$ cat src/rtl/elev_pkg.sv
// elev_pkg: shared direction encoding, FSM state type and sizing helper for the elevator car controller.
package elev_pkg;
  localparam logic [1:0] DIR_NONE = 2'b00;
  localparam logic [1:0] DIR_UP   = 2'b01;
  localparam logic [1:0] DIR_DOWN = 2'b10;

  typedef enum logic [1:0] {IDLE, MOVING, DOOR_OPEN} state_e;

  function automatic int max_int(input int a, input int b);
    return (a > b) ? a : b;
  endfunction
endpackage

$ cat src/rtl/elev_tick_counter.sv
// elev_tick_counter: counts 0..MAX-1 while enabled and flags the terminal count.
//   clk, rst_n : clock, asynchronous active-low reset
//   clr_i      : synchronous clear to 0 (wins over en_i, suppresses tc_o)
//   en_i       : advance the count this cycle
//   tc_o       : high on the enabled cycle whose count is MAX-1; the count wraps to 0
module elev_tick_counter #(
  parameter int MAX = 4,
  parameter int W   = $clog2(MAX + 1)
) (
  input  logic clk,
  input  logic rst_n,
  input  logic clr_i,
  input  logic en_i,
  output logic tc_o
);
  localparam logic [W-1:0] LAST = W'(MAX - 1);

  logic [W-1:0] cnt_q;

  assign tc_o = en_i & ~clr_i & (cnt_q == LAST);

  always_ff @(posedge clk or negedge rst_n) begin
    if (!rst_n) cnt_q <= '0;
    else if (clr_i) cnt_q <= '0;
    else if (en_i) cnt_q <= tc_o ? '0 : cnt_q + 1'b1;
  end
endmodule

$ cat src/rtl/elevator_car_ctrl.sv
// elevator_car_ctrl: single-car SCAN elevator controller with programmable travel and door-dwell times.
//   clk, rst_n  : clock, asynchronous active-low reset
//   call_req    : per-floor call pulses, latched into pending_o until served
//   door_hold   : holds the dwell count at 0 while the door is open
//   floor_o     : last reached floor
//   dir_o       : 00 none, 01 up, 10 down (non-zero only while moving)
//   door_open_o : door open
//   arrive_o    : one-cycle pulse when floor_o changes
//   pending_o   : latched, not-yet-served requests
//   busy_o      : car not idle or requests outstanding
module elevator_car_ctrl
  import elev_pkg::*;
#(
  parameter int NUM_FLOORS   = 4,
  parameter int TRAVEL_TICKS = 50000000,
  parameter int DOOR_TICKS   = 100000000,
  parameter int FLOOR_W      = $clog2(NUM_FLOORS)
) (
  input  logic                  clk,
  input  logic                  rst_n,
  input  logic [NUM_FLOORS-1:0] call_req,
  input  logic                  door_hold,
  output logic [FLOOR_W-1:0]    floor_o,
  output logic [1:0]            dir_o,
  output logic                  door_open_o,
  output logic                  arrive_o,
  output logic [NUM_FLOORS-1:0] pending_o,
  output logic                  busy_o
);
  localparam int CNT_W = $clog2(max_int(TRAVEL_TICKS, DOOR_TICKS) + 1);
  localparam logic [NUM_FLOORS-1:0] ONE = 1;

  state_e                state_q, state_d;
  logic [FLOOR_W-1:0]    floor_q, floor_d;
  logic [NUM_FLOORS-1:0] pending_q, pending_d;
  logic [1:0]            dir_q, dir_d;
  logic                  sweep_q, sweep_d;
  logic                  door_q, arrive_q;
  logic [NUM_FLOORS-1:0] req_all, cur_bit, above, below, serve_mask;
  logic                  here, up_any, dn_any, ahead_sw, ahead_rev;
  logic                  travel_en, step, dwell_en, dwell_clr, dwell_tc, absorb;

  // sweep_q: 1 = up, 0 = down
  assign req_all   = pending_q | call_req;
  assign cur_bit   = ONE << floor_q;
  // at the top floor the shift drops out of range, leaving an empty mask
  assign above     = ~((cur_bit << 1) - ONE);
  assign below     = cur_bit - ONE;
  assign here      = |(req_all & cur_bit);
  assign up_any    = |(req_all & above);
  assign dn_any    = |(req_all & below);
  assign ahead_sw  = sweep_q ? up_any : dn_any;
  assign ahead_rev = sweep_q ? dn_any : up_any;

  always_comb begin
    state_d = state_q;
    sweep_d = sweep_q;
    case (state_q)
      IDLE: begin
        if (here) state_d = DOOR_OPEN;
        else if (ahead_sw) state_d = MOVING;
        else if (ahead_rev) begin
          state_d = MOVING;
          sweep_d = ~sweep_q;
        end
      end
      // decisions are taken only on the arrival cycle, when floor_q holds the new floor
      MOVING: state_d = !arrive_q ? MOVING : here ? DOOR_OPEN : ahead_sw ? MOVING : IDLE;
      DOOR_OPEN: state_d = dwell_tc ? IDLE : DOOR_OPEN;
      default: state_d = IDLE;
    endcase
  end

  // the travel counter already runs on the cycle that decides to move,
  // so each step spans exactly TRAVEL_TICKS cycles from the decision
  assign travel_en  = (state_d == MOVING);
  assign absorb     = (state_q == DOOR_OPEN) & |(call_req & cur_bit);
  assign dwell_en   = (state_q == DOOR_OPEN);
  assign dwell_clr  = ~dwell_en | door_hold | absorb;
  assign serve_mask = (((state_d == DOOR_OPEN) & (state_q != DOOR_OPEN)) | absorb) ? cur_bit : '0;
  assign pending_d  = req_all & ~serve_mask;
  assign floor_d    = step ? (sweep_d ? floor_q + 1'b1 : floor_q - 1'b1) : floor_q;
  assign dir_d      = travel_en ? (sweep_d ? DIR_UP : DIR_DOWN) : DIR_NONE;

  elev_tick_counter #(.MAX(TRAVEL_TICKS), .W(CNT_W)) u_travel (
    .clk   (clk),
    .rst_n (rst_n),
    .clr_i (~travel_en),
    .en_i  (travel_en),
    .tc_o  (step)
  );

  elev_tick_counter #(.MAX(DOOR_TICKS), .W(CNT_W)) u_dwell (
    .clk   (clk),
    .rst_n (rst_n),
    .clr_i (dwell_clr),
    .en_i  (dwell_en),
    .tc_o  (dwell_tc)
  );

  always_ff @(posedge clk or negedge rst_n) begin
    if (!rst_n) begin
      state_q   <= IDLE;
      floor_q   <= '0;
      pending_q <= '0;
      sweep_q   <= 1'b1;
      dir_q     <= DIR_NONE;
      door_q    <= 1'b0;
      arrive_q  <= 1'b0;
    end else begin
      state_q   <= state_d;
      floor_q   <= floor_d;
      pending_q <= pending_d;
      sweep_q   <= sweep_d;
      dir_q     <= dir_d;
      door_q    <= (state_d == DOOR_OPEN);
      arrive_q  <= step;
    end
  end

  assign floor_o     = floor_q;
  assign dir_o       = dir_q;
  assign door_open_o = door_q;
  assign arrive_o    = arrive_q;
  assign pending_o   = pending_q;
  assign busy_o      = (state_q != IDLE) | (|pending_q);
endmodule

$ cat config.mk
export PLATFORM = sky130hd
export DESIGN_NAME = elevator_car_ctrl
export DESIGN_NICKNAME = d
export VERILOG_FILES = /design/src/rtl/elev_pkg.sv /design/src/rtl/elev_tick_counter.sv /design/src/rtl/elevator_car_ctrl.sv
export SDC_FILE = /design/constraint.sdc
export NUM_CORES = 1
export LEC_CHECK = 0
export ABC_AREA = 1
export CAP_MARGIN = 10
export CORE_MARGIN = 8
export CORE_UTILIZATION = 40
export CTS_CLUSTER_SIZE = 8
export DETAILED_ROUTE_END_ITERATION = 7
export GPL_TIMING_DRIVEN = 0
export PLACE_DENSITY = 0.66
export SYNTH_ARGS = -nofsm -noshare
export SYNTH_HDL_FRONTEND = slang
export SYNTH_SLANG_ARGS = --single-unit
$ cat constraint.sdc
create_clock -name clk -period 2.2 [get_ports clk]
set_input_delay 0.55 -clock clk [delete_from_list [all_inputs] [get_ports clk]]
set_output_delay 0.55 -clock clk [all_outputs]
set_load 0.01 [all_outputs]
* Yosys cells after proc, flatten, opt, wreduce, memory -nomap -nowiden
Index checks and enable logic that the tools add are counted.
Storage, ports and cells: bits in registers 67, output and inout port bits 11, logic and storage cells 74, input bits 7
Cells by class: shift-type cells 1, eq/ne operators 7, multiplexer cells 23, bitwise logic cells 20, reductions and logical operators 8, add/sub/neg operators 6
Operator list (number):
- $mux 27 | 5
- $add 27x1->27 const B | 2
- $eq 27x26->1 const B | 1
- $eq 27x27->1 const B | 1
- $and 4x4->4 | 5
- $reduce_or 4->1 | 5
- $mux 2 | 9
- $not 4->4 | 2
- $sub 4x1->4 const B | 2
- $mux 1 | 7
- $pmux 2 s3 | 1
- $and 1x1->1 | 5
- $eq 2x1->1 const B | 2
- $eq 2x2->1 const B | 2
- $mux 4 | 1
- $or 1x1->1 | 4
- $or 4x4->4 | 1
- $reduce_bool 2->1 | 2
- $shl 1x2->4 const A | 1
- $not 1->1 | 3
- $add 2x1->2 const B | 1
- $logic_not 2->1 | 1
- $ne 2x2->1 const B | 1
- $sub 2x1->2 const B | 1

* Longest topological paths before layout
word-level depth 16, mapped depth 13, gate-level depth less buffers 13

* Hierarchy
A second synthesis with hierarchy kept.
Unflattened totals: cell total of the unflattened synthesis 600, area total of the unflattened synthesis 4296.6 um^2
Modules (own cells, without submodules):
- elev_tick_counter (u_dwell) | cells each 254, area each 1800.5 um^2, seq. area each 675.6 um^2, instances 1
- elev_tick_counter (u_travel) | cells each 250, area each 1776.7 um^2, seq. area each 675.6 um^2, instances 1
- elevator_car_ctrl | cells each 96, area each 719.4 um^2, seq. area each 326.6 um^2, instances 1

* Worst setup path before layout
OpenSTA, ideal clock, no wires.
kind in2reg, from input call_req[2], to register u_travel.cnt_q[14], arrival time 1.512 ns, cell stages on the path 11, path slack 0.560 ns, setup time 0.128 ns, buffers on the path 1, data required time 2.072 ns, cells stage by stage inv_1 nand2_1 nand2_1 inv_1 nor2_2 nand2_1 o21ai_2 nand2_4 nand2_4 buf_12 nor2_4
On the way: elaborated cells on any way between the ends 28, classes of those cells 1 x eq/ne; 12 x mux; 11 x bitwise; 4 x reduce/logical
RTL lines:
- from (decl) | line elevator_car_ctrl.sv:21 | input logic [NUM_FLOORS-1:0] call_req,
- $or 4x4->4 (*) | line elevator_car_ctrl.sv:44 | assign req_all = pending_q | call_req;
- $and 4x4->4 (on tied branches) | line elevator_car_ctrl.sv:51, elevator_car_ctrl.sv:50
- $reduce_or 4->1 (on tied branches) | line elevator_car_ctrl.sv:51, elevator_car_ctrl.sv:50
- $mux 1 (on tied branches) | line elevator_car_ctrl.sv:52, elevator_car_ctrl.sv:53
- $mux 1 / $mux 2 (equally long branches) | line elevator_car_ctrl.sv:68, elevator_car_ctrl.sv:62
- $mux 2 (on tied branches) | line elevator_car_ctrl.sv:68, elevator_car_ctrl.sv:61
- $mux 2 (on tied branches) | line elevator_car_ctrl.sv:68, elevator_car_ctrl.sv:60
- $pmux 2 s3 (*) | line elevator_car_ctrl.sv:58 | case (state_q)
- via state_d[0] | line elevator_car_ctrl.sv:33 | state_e state_q, state_d;
- $eq 2x1->1 (*) | line elevator_car_ctrl.sv:76 | assign travel_en = (state_d == MOVING);
- $and 1x1->1 | line elev_tick_counter.sv:20 | assign tc_o = en_i & ~clr_i & (cnt_q == LAST);
- $mux 27 | line elev_tick_counter.sv:25 | else if (en_i) cnt_q <= tc_o ? '0 : cnt_q + 1'b1;
- $mux 27 (*) | line elev_tick_counter.sv:24 | else if (clr_i) cnt_q <= '0;
- to (signal assigned) | line elev_tick_counter.sv:25
- to (decl) | line elev_tick_counter.sv:18 | logic [W-1:0] cnt_q;
The timed path passes the listed nets; every way through them passes the cells marked *. A chain may end at the register's enable or synchronous reset.

* Worst setup path after layout
from register state_q[0], to output busy_o
On the way: cells in the longest elaborated chain, start to end 2
Ends and longest elaborated chain:
- from (decl) | line elevator_car_ctrl.sv:33
- from (signal assigned) | line elevator_car_ctrl.sv:111 | state_q <= state_d;
- $reduce_bool 2->1 | line elevator_car_ctrl.sv:126 | assign busy_o = (state_q != IDLE) | (|pending_q);
- $or 1x1->1 | line elevator_car_ctrl.sv:126
- to (decl) | line elevator_car_ctrl.sv:28 | output logic busy_o
No other way between the ends.

==> parameters.txt <==
Parameter                              Value

STA
  Crit path setup slack, layout    125.1 ps
  Least-Margin Pin Slew    852.4 ps
  Max-slew headroom    between 40% and 50%
  Highest clock frequency the design can meet    a little under 0.5 GHz
  Setup skew after layout    16.11 ps
  Total of endpoints with negative setup slack in the final report    0
  RSZ-0062 raised after global routing    false
  Final cycle utilization of the critical path    a little over nine tenths
  Hold violation count in the final report    0
  Final critical delay including setup and external delays    2075 ps
  Final slew viol count    0
  Setup TNS Final    0 ps

Pwr
  Leakage power of the design    about 1.9 nW
  Power density normalized to cell area    about 550 mW/mm2
  IR drop worst, VDD    about 0.37 mV

Setup path
  Endpoint of the lowest-slack register-to-register path    u_travel.cnt_q[16]
  Cells along the critical path    nor2_2 -> inv_1 -> nor3_1 -> nand3_1 -> dlygate4sd2_1
  Slowest cell delay on critical path    420 ps
  Worst Setup Path Type    reg -> out
  Required time at the endpoint of the critical path    between 1500 and 2000 ps
  Launching instance or port of the critical path    state_q[0]
  Endpoint type of the worst setup path    primary output
  Launch point of the worst reg-to-reg path    u_travel.cnt_q[0]
  Critical Path Source Type    register
  Data arrival time of the worst path    1520 ps
  Worst reg2reg path depth    9
  CP max stage cell    dfrtp_1
  Maximum net fanout on the critical path    3
  Flop-to-flop setup slack    a little under 300 ps

GRT
  Initial antenna violation count    0
  Total congestion overflow after global routing    0
  Wire length of the first global-routing pass    14810 um
  Pin count of the biggest net entering global routing    68
  Global router's overall resource usage    ~14%
  Vias in the first global route    between 3000 and 4000

Routing
  Iteration count of the initial detailed-routing pass    4
  Routed wirelength normalized by instance count    11.86 um
  First DRT Iteration DRCs    around 210
  Final wirelength    slightly above 8000 um
  Via-to-Cell Ratio    4.878
  DRC    0
  Vias post-DR    3395
  Final antenna-violating net count    0

Clocking
  Worst-path clk slew    about 80 ps
  Worst-Skew Late Latency    350 ps
  Number of levels in the clock H-tree    3
  Hold-fix buffer count after cts    0
  Clock tree from TritonCTS    built
  Cts repair resizes    2
  CTS sink count    67
  Number of buffers created by CTS    9
  Setup bufs post-CTS    0
  Clk root buf    clkbuf_8
  Max clock buf depth    2

Final layout
  Final #Nets    567
  Ratio of cells with drive above 1 in the final layout    approximately 12%
  Number of inserted filler cells in the final layout    between 900 and 1000
  Final std cells w/o fill    about 700
  Cell area after layout    0.004572 mm2
  Number of antenna cells inserted    0
  Signed area change from the synthesized netlist to the final layout    14.19%

Run status
  Outcome    finished clean

Place
  PortBufs    17
  Placed cell count    680
  Routability-driven placement congestion ratio    around 0.88
  Area post-placement    between 0.004 and 0.005 mm2
  Post-placement setup slack    -75.80 ps
  Dpl hpwl    6124 um

Synth
  Number of enable flip-flop cells after synthesis    0
  Cell area after synthesis    roughly 0.004 mm2
  Gate count after technology mapping    530
  Area contributors post-synth    dfrtp_1 (41%), nand2_1 (11%), inv_1 (7.5%)
  Cell type contributing the most total cell area after synthesis    dfrtp_1
  Yosys reg bits    67
  Dominant register cell in the synthesized netlist    dfrtp_1
  Net count after synthesis    539
  Ys Warns    0
  Avg Inst Size Synth    roughly 7.6 um2
  Share of synthesized area occupied by flip-flops and latches    a little over two fifths
  Library cells used by synthesis    32
  Top-area cell type share of the netlist area    ~41%
  Post-synthesis async set-or-reset flop share    100.0%

Floorplan
  Area enclosed by the die boundary    roughly 0.013 mm2
  Initial Util    between 40 and 50%
  Boundary pin count    18
  Chip width    approximately 120 um
  Number of cell rows    36
  Die H    roughly 120 um
  Floorplan Core Area    roughly 0.0097 mm2

Hold path
  Worst min-delay path category    in -> async

Run
  Max-cap check violation count    0
-- metrics by stage --
stage               power, mW  utilization (%)  hold WS [ps]
floorplan               1.285                -         254.4
CTS                     2.536            46.99         339.3
detailed placement      1.331            44.59         497.9
global route            2.588            46.99         386.1
global placement        1.331            44.61         491.9
finish                  2.496            46.99         299.1
-- layer usage --
metal,up-vias,global-route usage (%),wire [um]
met5,-,0,0
met4,0,4.840,102
met3,13,3.179,370
met2,71,21.39,3778
met1,1574,17.68,4006
li1,1737,-,-
-- synth_stat cells (8+ instances only) --
cell type	count
a21oi_1	8
dfrtp_1	66
inv_1	80
nand2_1	112
nand2_2	10
nand3_1	35
nand4_1	18
nor2_1	77
nor2_2	9
nor2_4	13
nor3_1	28
nor4_1	10
o21ai_0	10
xor2_1	20
-- critical path: cells and delay by family, from the launching register on --
family / cells / cell delay [ps]
buffers and inverters: 2 / 380
flip-flops: 1 / 420
AND/OR/NAND/NOR: 3 / 380
-- cell families after synthesis --
logic type      after synthesis  share of synthesized area (%)
xor+xnor                     27                          5.906
simple gates                326                          39.91
flops                        67                          41.91
buf+inv                      87                          8.813
fa+ha+maj                     2                         0.6249
compound gates               21                          2.844
-- cell usage in the layout (no fill, tap or decap), drive strengths merged --
master	n
clkdlybuf4s50	15
dlygate4sd2	1
dfrtp	66
inv	86
nor3	31
o22ai	1
or2	1
nand4	18
clkbuf	10
o21ai	12
dfstp	1
nor2	99
xor2	20
a21oi	8
buf	3
nand3	38
bufinv	2
and3	2
nand3b	1
clkinv	3
nand2	124
nor4	10
xnor2	7
ha	2
nor4b	2
-- report_power, final --
group,switching [mW],internal (mW)
logic,0.0496,0.0184
registers,0.00222,1.23
clock network,0.511,0.681
-- final cells by class --
| class | count | area (um2) | share of cell area [%] |
|---|---|---|---|
| buffer | 2 | 31.28 | 0.6842 |
| clock buffer | 10 | 137.6 | 3.010 |
| clock inverter | 6 | 95.09 | 2.080 |
| inverter | 85 | 321.6 | 7.033 |
| multi-input combinational | 376 | 1976 | 43.21 |
| sequential | 67 | 1678 | 36.70 |
| tap | 133 | 166.4 | 3.640 |
| timing repair buffer | 17 | 166.4 | 3.640 |
-- state kept, by name, summed over array words and instances (netlist names) --
signal / cells
u_dwell.cnt_q: 27
u_travel.cnt_q: 27
pending_o: 4
dir_o: 2
floor_o: 2
state_q: 2
arrive_o: 1
door_open_o: 1
sweep_q: 1
-- worst max-delay path by stage --
| stage | endpoint | cells past startpoint |
|---|---|---|
| after floorplan | u_travel.cnt_q[14] | 11 |
| after global placement | u_travel.cnt_q[21] | 1 |
| after detailed placement | u_travel.cnt_q[5] | 12 |
| after CTS | busy_o | 5 |
| after global routing | busy_o | 5 |
| final | busy_o | 5 |
(Power assumes the default switching activity.)
